==> config.mk <==
export PLATFORM = sky130hd
export DESIGN_NAME = wb_master_seq
export DESIGN_NICKNAME = d
export VERILOG_FILES = /design/src/rtl/wb_master_pkg.sv /design/src/rtl/wb_timeout_cnt.sv /design/src/rtl/wb_master_seq.sv
export SDC_FILE = /design/constraint.sdc
export NUM_CORES = 1
export LEC_CHECK = 0
export CORE_AREA = 2 2 92 129
export DETAILED_ROUTE_END_ITERATION = 7
export DIE_AREA = 0 0 94 131
export GPL_ROUTABILITY_DRIVEN = 0
export PLACE_DENSITY_LB_ADDON = 0.05
export SLEW_MARGIN = 5
export SYNTH_ARGS = -nofsm -noshare
export SYNTH_HDL_FRONTEND = slang
export SYNTH_HIERARCHICAL = 1
export SYNTH_SLANG_ARGS = --single-unit
==> constraint.sdc <==
create_clock -name wb_clk_i -period 2.8 [get_ports wb_clk_i]
set_clock_uncertainty 0.2 [all_clocks]
set_input_delay 0.28 -clock wb_clk_i [delete_from_list [all_inputs] [get_ports wb_clk_i]]
set_output_delay 0.28 -clock wb_clk_i [all_outputs]
set_load 0.01 [all_outputs]
==> src/rtl/wb_master_pkg.sv <==
// Shared types and constants for the single-transfer Wishbone classic master.
// Holds the FSM encoding, response status codes and bus widths.
package wb_master_pkg;

    localparam int ADR_W = 32;
    localparam int DAT_W = 32;
    localparam int SEL_W = 4;

    typedef enum logic [1:0] {
        IDLE = 2'd0,
        BUS  = 2'd1,
        RESP = 2'd2
    } state_t;

    localparam logic [1:0] ST_OK      = 2'b00;
    localparam logic [1:0] ST_ERR     = 2'b01;
    localparam logic [1:0] ST_TIMEOUT = 2'b10;
    localparam logic [1:0] ST_DECODE  = 2'b11;

    // Inclusive unsigned window test; the borrow bit of a 33-bit subtraction
    // keeps the compare honest even when a bound sits at 0 or 2^32-1.
    function automatic logic adr_in_range(input logic [ADR_W-1:0] adr,
                                          input logic [ADR_W-1:0] lo,
                                          input logic [ADR_W-1:0] hi);
        logic [ADR_W:0] d_lo;
        logic [ADR_W:0] d_hi;
        d_lo = {1'b0, adr} - {1'b0, lo};
        d_hi = {1'b0, hi} - {1'b0, adr};
        return ~d_lo[ADR_W] & ~d_hi[ADR_W];
    endfunction

endpackage

==> src/rtl/wb_timeout_cnt.sv <==
// Saturating cycle counter for the BUS state; o_tc flags the last allowed cycle.
// C_TIMEOUT = 0 ties o_tc low so a transfer can wait forever.
module wb_timeout_cnt #(
    parameter int C_TIMEOUT = 16
) (
    input  logic clk,
    input  logic rst_n,
    input  logic i_clr,
    input  logic i_en,
    output logic o_tc
);

    localparam int W      = (C_TIMEOUT < 1) ? 1 : $clog2(C_TIMEOUT + 1);
    localparam int TC_INT = (C_TIMEOUT < 1) ? 0 : C_TIMEOUT - 1;
    localparam logic [W-1:0] TC_VAL = TC_INT[W-1:0];

    logic [W-1:0] r_cnt;

    always_ff @(posedge clk or negedge rst_n) begin
        if (!rst_n) begin
            r_cnt <= '0;
        end else if (i_clr) begin
            r_cnt <= '0;
        end else if (i_en && (r_cnt != {W{1'b1}})) begin
            r_cnt <= r_cnt + W'(1);
        end
    end

    assign o_tc = (C_TIMEOUT != 0) && (r_cnt == TC_VAL);

endmodule

==> src/rtl/wb_master_seq.sv <==
// Single-transfer Wishbone classic master: one command in, one cyc/stb cycle,
// one response out. Valid/ready: a transfer happens on a rising edge where both are high.
module wb_master_seq
    import wb_master_pkg::*;
#(
    parameter logic [ADR_W-1:0] C_BASEADDR = 32'h0000_0000,
    parameter logic [ADR_W-1:0] C_HIGHADDR = 32'h0000_FFFF,
    parameter int               C_TIMEOUT  = 16
) (
    input  logic             wb_clk_i,
    input  logic             wb_rst_i,
    input  logic             cmd_valid_i,
    output logic             cmd_ready_o,
    input  logic             cmd_we_i,
    input  logic [SEL_W-1:0] cmd_sel_i,
    input  logic [ADR_W-1:0] cmd_adr_i,
    input  logic [DAT_W-1:0] cmd_dat_i,
    output logic             rsp_valid_o,
    input  logic             rsp_ready_i,
    output logic [DAT_W-1:0] rsp_dat_o,
    output logic [1:0]       rsp_status_o,
    output logic             wbm_cyc_o,
    output logic             wbm_stb_o,
    output logic             wbm_we_o,
    output logic [SEL_W-1:0] wbm_sel_o,
    output logic [ADR_W-1:0] wbm_adr_o,
    output logic [DAT_W-1:0] wbm_dat_o,
    input  logic [DAT_W-1:0] wbm_dat_i,
    input  logic             wbm_ack_i,
    input  logic             wbm_err_i,
    output logic             stray_o,
    output logic [1:0]       dbg_state_o
);

    state_t           r_state;
    state_t           w_next;
    logic             w_hs;
    logic             w_in_range;
    logic             w_tc;
    logic             r_we;
    logic [SEL_W-1:0] r_sel;
    logic [ADR_W-1:0] r_adr;
    logic [DAT_W-1:0] r_dat;
    logic [DAT_W-1:0] r_rsp_dat;
    logic [1:0]       r_rsp_status;
    logic             r_stray;

    assign w_in_range = adr_in_range(cmd_adr_i, C_BASEADDR, C_HIGHADDR);

    wb_timeout_cnt #(
        .C_TIMEOUT (C_TIMEOUT)
    ) u_timeout (
        .clk   (wb_clk_i),
        .rst_n (wb_rst_i),
        .i_clr (w_hs),
        .i_en  (r_state == BUS),
        .o_tc  (w_tc)
    );

    always_ff @(posedge wb_clk_i or negedge wb_rst_i) begin
        if (!wb_rst_i) begin
            r_state <= IDLE;
        end else begin
            r_state <= w_next;
        end
    end

    // Ready is gated by reset itself so it reads 0 while reset is held.
    always_comb begin
        w_next      = r_state;
        cmd_ready_o = (r_state == IDLE) && wb_rst_i;
        w_hs        = cmd_valid_i && cmd_ready_o;
        case (r_state)
            IDLE: begin
                if (w_hs) begin
                    w_next = w_in_range ? BUS : RESP;
                end
            end
            BUS: begin
                if (wbm_err_i || wbm_ack_i || w_tc) begin
                    w_next = RESP;
                end
            end
            RESP: begin
                if (rsp_ready_i) begin
                    w_next = IDLE;
                end
            end
            default: w_next = IDLE;
        endcase
    end

    always_ff @(posedge wb_clk_i or negedge wb_rst_i) begin
        if (!wb_rst_i) begin
            r_we         <= 1'b0;
            r_sel        <= '0;
            r_adr        <= '0;
            r_dat        <= '0;
            r_rsp_dat    <= '0;
            r_rsp_status <= ST_OK;
            r_stray      <= 1'b0;
        end else begin
            r_stray <= (wbm_ack_i || wbm_err_i) && (r_state != BUS);
            case (r_state)
                IDLE: begin
                    if (w_hs) begin
                        r_we         <= cmd_we_i;
                        r_sel        <= cmd_sel_i;
                        r_adr        <= cmd_adr_i;
                        r_dat        <= cmd_dat_i;
                        r_rsp_dat    <= '0;
                        r_rsp_status <= w_in_range ? ST_OK : ST_DECODE;
                    end
                end
                BUS: begin
                    // err outranks ack; only an OK read returns data.
                    if (wbm_err_i) begin
                        r_rsp_status <= ST_ERR;
                        r_rsp_dat    <= '0;
                    end else if (wbm_ack_i) begin
                        r_rsp_status <= ST_OK;
                        r_rsp_dat    <= r_we ? '0 : wbm_dat_i;
                    end else if (w_tc) begin
                        r_rsp_status <= ST_TIMEOUT;
                        r_rsp_dat    <= '0;
                    end
                end
                default: ;
            endcase
        end
    end

    assign wbm_cyc_o    = (r_state == BUS);
    assign wbm_stb_o    = (r_state == BUS);
    assign wbm_we_o     = r_we;
    assign wbm_sel_o    = r_sel;
    assign wbm_adr_o    = r_adr;
    assign wbm_dat_o    = r_dat;
    assign rsp_valid_o  = (r_state == RESP);
    assign rsp_dat_o    = r_rsp_dat;
    assign rsp_status_o = r_rsp_status;
    assign stray_o      = r_stray;
    assign dbg_state_o  = r_state;

endmodule

# After elaboration in Yosys (flattened, before gate mapping)
# Cells that the tools add are included.
# word_totals
mem_bits_rw	0
latchBits	0
mem_count	0
elab_cells	51
rom_bits	0
out_inout_bits	110
in_bits	107
register_bits	111
# classes
reduce_logical	12
mux	19
eq_ne	9
bitwise_logic	0
mul	0
order_cmp	0
add_sub_neg	2
shifts	0
div	0
# ops
operator	count
$mux W32	5
$pmux W32 S2	1
$sub A16 B32 Y33 const A	1
$mux W2	9
$mux W5	2
$ne A2 B1 Y1 const B	3
$pmux W2 S3	1
$reduce_and A3 Y1	2
$add A5 B1 Y5 const B	1
$eq A5 B4 Y1 const B	1
$ne A5 B5 Y1 const B	1
$logic_and A1 B1 Y1	4
$ne A4 B4 Y1 const B	1
$pmux W2 S2	1
$reduce_bool A2 Y1	2
$eq A2 B1 Y1 const B	1
$eq A2 B2 Y1 const B	1
$logic_not A2 Y1	1
$logic_or A1 B1 Y1	2
$ne A2 B2 Y1 const B	1
$reduce_and A2 Y1	1

# Depth between registers and ports, before layout
# Gate-level depths: netlist (run 1).
# depth
depth_word	5
mapped_depth	8
depth_no_buf	7

# Modules after synthesis
# Netlist (run 1), hierarchy kept.
# by_module_without_submodules
mod	seq_area_each_um2	instances	cells_each	area_each_um2
wb_master_seq	2652.5	1	254	4205.3
wb_timeout_cnt	125.1	1	24	272.8

# Worst setup path before layout (run 1)
# No wires, ideal clock.
# synth_path
kind	reg2reg
from	register r_state[1] (netlist: dbg_state_o[1])
to	register u_timeout.r_cnt[3]
setup_time_ns	0.127
required_ns	2.473
period_less_slack_ns	2.072
arrival_time_ns	1.744
setup_slack_ns	0.728
n_path_buf	2
path_stages_with_launch	8
cell_sequence	dfrtp_1 nor3b_4 nand2_4 inv_2 buf_8 buf_12 and2b_1 mux2_1
# synth_via
elab_chain_len	4
elab_cells_between_ends	7
classes_between	eq/ne: 1; mux: 1; reduce/logical: 5
# synth_lines
item	line	source
from (decl)	wb_master_seq.sv:35	state_t r_state;
from (signal assigned)	wb_master_seq.sv:64	r_state <= w_next;
$logic_not A2 Y1 *	wb_master_seq.sv:71	cmd_ready_o = (r_state == IDLE) && wb_rst_i;
$logic_and A1 B1 Y1 *	wb_master_seq.sv:71	
named net cmd_ready_o	wb_master_seq.sv:13	output logic cmd_ready_o,
$logic_and A1 B1 Y1 *	wb_master_seq.sv:72	w_hs = cmd_valid_i && cmd_ready_o;
named net w_hs	wb_master_seq.sv:37	logic w_hs;
$mux W5 or $reduce_bool A2 Y1 (tied branches)	n/a	
to (signal assigned)	wb_timeout_cnt.sv:25	r_cnt <= r_cnt + W'(1);
to (decl)	wb_timeout_cnt.sv:17	logic [W-1:0] r_cnt;
# Mark *: on every way through the listed nets, which the timed path passes. The rest lies on a longest branch.
# A chain may end at the register's enable or synchronous reset.

# Worst setup path after layout (run 1)
# layout_path
from	input wb_rst_i
to	register u_timeout.r_cnt[3]
# layout_via
elab_chain_len	3
elab_cells_between_ends	4
classes_between	mux: 1; reduce/logical: 3
# layout_lines
item	line	source
from (decl)	wb_master_seq.sv:11	input logic wb_rst_i,
$logic_and A1 B1 Y1 *	wb_master_seq.sv:71	
$logic_and A1 B1 Y1 *	wb_master_seq.sv:72	
$mux W5 or $reduce_bool A2 Y1 (tied branches)	n/a	
# Mark *: on every way between the ends. The rest lies on a longest branch, timed or not.

==> results of run 1 <==
kinds of logic (layout without fill, tap and decap cells):
logic type      after synthesis  after routing
compound gates               40             40
xor+xnor                      2              2
fa+ha+maj                     3              3
buf+inv                      19            244
flops                       111            111
mux                          71             71
simple gates                 32             32
synth_stat cells, types with 2 or more instances:
cell      number
a211oi_1       2
dfrtp_1      111
nand4_1        2
buf_4          2
o21ai_0        2
a31oi_1        2
nor2_1        12
a22o_1        32
inv_1          2
mux2_4        39
mux2_2        30
nand2_1        5
ha_1           3
inv_2          2
nor4_1         4
and3_1         2
buf_12         4
buf_2          8
routing by layer:
metal | vias up | GRT usage (%) | wire length [µm]
met5 | - | 0 | 0
met4 | 0 | 7.08 | 187
met3 | 13 | 5.39 | 869
met2 | 129 | 30.3 | 5750
met1 | 1576 | 23.3 | 4600
li1 | 1447 | - | -
layout make-up:
cell class | instances | area (µm²) | area share [%]
timing repair buffer | 224 | 2230 | 31.8
tap | 144 | 180 | 2.56
multi-input combinational | 148 | 1540 | 21.8
clock buffer | 13 | 240 | 3.42
sequential | 111 | 2780 | 39.5
clock inverter | 3 | 43.8 | 0.623
inverter | 4 | 16.3 | 0.231
per-stage QoR:
stage                     total power, W  area, µm²  hold slack, ns  setup WS, ns  cells
after global routing             0.00453       7030           0.306         0.167    647
after floorplan                  0.00242       4480          -0.216         0.728    278
after global placement           0.00311       6730           0.268         0.451    630
after CTS                        0.00438       7030           0.302         0.348    647
after detailed placement         0.00313       6730           0.274         0.359    630
final                            0.00433       7030           0.300         0.384    647
worst max-delay path, delay by kind of cell:
family / cells / cell delay [ns]
buffers and inverters: 4 / 1.24
AND/OR/NAND/NOR: 3 / 0.62
multiplexers: 1 / 0.29
power by group through the flow:
stage	clock network (W)	registers, W	logic [W]
floorplan	0	0.00207	0.000347
global placement	0	0.00197	0.00115
detailed placement	0	0.00197	0.00115
CTS	0.00127	0.00195	0.00116
global route	0.00134	0.00197	0.00121
finish	0.00124	0.00195	0.00114
sequential cells by signal, indices dropped and copies added (netlist names):
register	cells
dbg_state_o	2
rsp_status_o	2
wbm_we_o	1
wbm_dat_o	32
wbm_adr_o	32
rsp_dat_o	32
stray_o	1
wbm_sel_o	4
u_timeout/r_cnt	5
what timing repair did:
item,4_1_cts,5_1_grt
setup endpoints to repair,0,0
hold buffers,1,0
endpoints found under the hold margin,50,0
worst paths after layout:
kind	startpoint	end	slack (ns)	depth (start not counted)
max	wb_rst_i	u_timeout/r_cnt[3]	0.38	8
min	rsp_dat_o[0]	rsp_dat_o[0]	0.30	1
max reg2reg	u_timeout/r_cnt[0]	rsp_dat_o[3]	0.48	8
min reg2reg	rsp_dat_o[0]	rsp_dat_o[0]	0.30	1
max in group asynchronous	wb_rst_i	wbm_adr_o[6]	0.69	4
min in group asynchronous	wb_rst_i	wbm_adr_o[17]	0.49	3
==> impl_metrics.env, run 1 <==
export IMPL_crit_slowest_cell="dlygate4sd3_1"
export IMPL_cts_setup_buffers=0
export IMPL_synth_top_family_by_area="multiplexers"
export IMPL_antenna_cells=0
export IMPL_period_needed_ns=2.42
export IMPL_syn_inst=278
export IMPL_crit_type="in -> reg"
export IMPL_synth_edf_count=0
export IMPL_synthArstFlopShare_pct=100
export IMPL_clk_pin_slew_worst_paths_ns=0.07
export IMPL_synth_top_area_share_pct=62.0
export IMPL_clock_path_buffers=2
export IMPL_final_fill_count=928
export IMPL_ys_flop_type="dfrtp_1"
export IMPL_numCtsBuffers=9
export IMPL_fin_tns_setup_ns=0
export IMPL_globalRouteOverflowTotal=0
export IMPL_clkPwrFrac_pct=28.7
export IMPL_syn_to_final_growth_pct=56.9
export IMPL_most_common_layout_cells="215 x clkdlybuf4s50_1, 111 x dfrtp_1, 39 x mux2_4"
export IMPL_cts_sinks=111
export IMPL_h_tree_depth=3
export IMPL_drc=0
export IMPL_fmax_mhz=414
export IMPL_fin_crit_sh_pct=86.3
export IMPL_clock_latency_ns=0.34
export IMPL_worst_ir_drop_vdd_v=0.000289
export IMPL_drt_wl_total_um=11400
export IMPL_cp_required_ns=2.82
export IMPL_setup_viol=0
export IMPL_synth_xor_area_share_pct=0.391
export IMPL_syn_cell_area_um2=4480
export IMPL_end_kind="flip-flop"
export IMPL_grt_pass1_wl_um=17500
export IMPL_post_cts_resized=0
export IMPL_drtIter0Drc=144
export IMPL_yosysWarnings=6
export IMPL_synth_cell_types=32
export IMPL_power_density_nw_per_um2=616
export IMPL_synth_nets=388
export IMPL_synth_compound_area_share_pct=7.52
export IMPL_grtUsageTotal_pct=18.5
export IMPL_synth_mux_area_share_pct=21.1
export IMPL_cts_root_buf="clkbuf_16"
export IMPL_max_stage_delay_ns=0.58
export IMPL_nNetsFinal=608
export IMPL_synthAdderAreaFrac_pct=0.838
export IMPL_utilization_pct=62.6
export IMPL_grt_max_degree=62
export IMPL_grt_pass1_vias=3320
export IMPL_routed_via_density=4.89
export IMPL_routed_via_count=3165
export IMPL_synth_area_leaders="dfrtp_1 62%, mux2_4 13%, mux2_2 7.5%"
export IMPL_syn_avg_cell_area_um2=16.1
export IMPL_die_w_um=94
export IMPL_io_pins=217
export IMPL_cts_tree="done"
export IMPL_post_drt_wl_per_cell_um=17.6
export IMPL_p_leak_nw=3.04
export IMPL_antenna_found_initial=0
export IMPL_die_area_um2=12300
export IMPL_switching_share_pct=24.2
export IMPL_slew_violations=0
export IMPL_hold_viol=0
export IMPL_relSlewSlack_pct=16.6
export IMPL_rsz0062_at_grt="no"
export IMPL_cp_cell_sequence="dlygate4sd3_1, buf_4, nor3b_4, nand2_4, clkinv_2, buf_4, and2b_1, mux2_1"
export IMPL_cpMostUsedCell="buf_4"
export IMPL_p_switching_w=0.00105
export IMPL_power_frac_comb_pct=26.4
export IMPL_initial_core_util_pct=39.9
export IMPL_portBuffers=216
export IMPL_die_height_um=131
export IMPL_power_frac_seq_pct=44.9
export IMPL_core_region_area_um2=11200
export IMPL_layout_drive_gt1_share_pct=19.5
export IMPL_crit_fanout=16
export IMPL_cap_violations=0
export IMPL_hp_class="reg -> reg"
export IMPL_synthSimpleGateAreaFrac_pct=4.44
export IMPL_drt_first_pass_iters=4
export IMPL_cp_arrival_ns=2.44
export IMPL_dp_final_hpwl_um=8330
export IMPL_worstSetupStartpointType="primary input"
export IMPL_ys_ff_latch=111
export IMPL_synth_top_area_cell="dfrtp_1"
export IMPL_final_common_cell="clkdlybuf4s50_1"
export IMPL_yosysSeqAreaShare_pct=62.0
export IMPL_status="finished clean"
export IMPL_tightestPinTransition_ns=1.25
export IMPL_rows=46
export IMPL_ant_nets=0
export IMPL_intPower_w=0.00328
(Power assumes the default switching activity.)
==> run 2, diff against run 1 <==
SKIP_LAST_GASP = 1   (was default)
==> results of run 2 <==
Same layout as run 1: the final DEF is identical, and so are final timing and power.
==> run 3, diff against run 2 <==
CORE_AREA = 2 2 96 136   (was 2 2 92 129)
DIE_AREA = 0 0 98 138   (was 0 0 94 131)
clock period = 2.11 ns   (was 2.8 ns; I/O delays follow)
==> impl_metrics.env, run 3 (same netlist as run 1, synthesis figures left out) <==
export IMPL_cap_violations=0
export IMPL_worst_ir_drop_vdd_v=0.000451
export IMPL_crit_fanout=8
export IMPL_cpMostUsedCell="ha_2"
export IMPL_cp_cell_sequence="ha_2, and3_4, ha_2, nor4b_4, nor2_2, o21ai_4, clkbuf_16, a22o_1"
export IMPL_fin_tns_setup_ns=0
export IMPL_drt_wl_total_um=11800
export IMPL_cts_root_buf="clkbuf_16"
export IMPL_ant_nets=0
export IMPL_die_w_um=98
export IMPL_status="finished clean"
export IMPL_holdWs_ns=0.129
export IMPL_cts_sinks=111
export IMPL_antenna_found_initial=0
export IMPL_dp_final_hpwl_um=8290
export IMPL_nNetsFinal=616
export IMPL_grt_pass1_wl_um=18300
export IMPL_io_pins=217
export IMPL_grt_max_degree=112
export IMPL_setup_viol=0
export IMPL_portBuffers=216
export IMPL_crit_type="reg -> reg"
export IMPL_worst_path_buf_inv=1
export IMPL_total_power_w=0.00583
export IMPL_syn_to_final_growth_pct=61.3
export IMPL_p_leak_nw=3.14
export IMPL_grt_pass1_vias=3306
export IMPL_fmax_mhz=483
export IMPL_die_area_um2=13500
export IMPL_drc=0
export IMPL_die_height_um=138
export IMPL_cp_arrival_ns=2.15
export IMPL_rows=49
export IMPL_drt_first_pass_iters=4
export IMPL_fin_crit_sh_pct=98.1
export IMPL_most_common_layout_cells="212 x clkdlybuf4s50_1, 110 x dfrtp_1, 39 x mux2_4"
export IMPL_period_needed_ns=2.07
export IMPL_max_stage_delay_ns=0.38
export IMPL_final_common_cell="clkdlybuf4s50_1"
export IMPL_tightestPinTransition_ns=0.606
export IMPL_clk_pin_slew_worst_paths_ns=0.07
export IMPL_routed_via_density=4.83
export IMPL_end_kind="flip-flop"
export IMPL_clock_latency_ns=0.33
export IMPL_h_tree_depth=3
export IMPL_numCtsBuffers=9
export IMPL_hold_viol=0
export IMPL_initial_core_util_pct=36.0
export IMPL_utilization_pct=58.0
export IMPL_routed_via_count=3206
export IMPL_hp_class="in -> reg"
export IMPL_layout_drive_gt1_share_pct=22.5
export IMPL_worstSetupStartpointType="flip-flop"
export IMPL_antenna_cells=0
export IMPL_globalRouteOverflowTotal=0
export IMPL_core_region_area_um2=12400
export IMPL_dpl_worst_slack_ns=0.0273
export IMPL_cts_tree="done"
export IMPL_drtIter0Drc=71
export IMPL_post_drt_wl_per_cell_um=17.8
export IMPL_grtUsageTotal_pct=17.1
export IMPL_power_density_nw_per_um2=807
export IMPL_cp_required_ns=2.19
export IMPL_crit_slowest_cell="dfrtp_1"
export IMPL_relSlewSlack_pct=59.6
export IMPL_clock_path_buffers=2
export IMPL_cp_top_family="simple AND/OR/NAND/NOR gates"
export IMPL_timing_final_ws_setup_ns=0.0403
export IMPL_slew_violations=0
==> run 3: tightest hold or removal path: stages <==
cell and delay (ns):
buf_4 0.12, nand2_1 0.07, a211oi_2 0.10, a31oi_1 0.12
==> run 3: timing repair <==
action | CTS | global route
endpoints found under the hold margin | 111 | 0
gates cloned | 0 | 3
setup endpoints to repair | 3 | 36
pin swaps | 0 | 2
setup buffers | 0 | 2
hold buffers | 1 | 0
gates resized for setup | 3 | 8
==> run 3: power breakdown <==
part           switching (W)  leakage, nW  internal, W
registers           0.000154         1.38      0.00242
clock network       0.000776        0.143     0.000931
logic               0.000513         1.61      0.00104
total                0.00144         3.14      0.00439
==> run 3: routing by layer <==
layer	GRT usage (%)	wire length [µm]	part of all wire [%]
met5	0	0	0
met4	4.90	134	1.1
met3	5.01	832	7.1
met2	28.8	6070	51
met1	21.5	4760	40
==> run 3: final timing paths <==
| path | start | to | slack (ns) | cells after the start |
|---|---|---|---|---|
| max reg2reg | u_timeout/r_cnt[0] | rsp_dat_o[16] | 0.04 | 8 |
| max in group asynchronous | wb_rst_i | dbg_state_o[0] | 0.85 | 3 |
| max | u_timeout/r_cnt[0] | rsp_dat_o[16] | 0.04 | 8 |
| min reg2reg | rsp_dat_o[31] | rsp_dat_o[31] | 0.30 | 1 |
| min | wb_rst_i | rsp_status_o[0] | 0.13 | 4 |
| min in group asynchronous | wb_rst_i | wbm_dat_o[30] | 0.37 | 3 |
==> run 3: cell type report <==
class                   count  area (µm²)
fillers                  1056        5220
flip-flops and latches    111        2780
repair buffers            232        2370
multi-input cells         148        1570
clock buffers              10         229
well taps                 153         191
clock inverters             6        68.8
inverters                   4        16.3
==> run 3: metrics by stage <==
stage                     instance area [µm²]  cells
after floorplan                          4480    278
after global placement                   6810    642
after detailed placement                 6810    642
after CTS                                7110    659
after global routing                     7220    664
final                                    7220    664
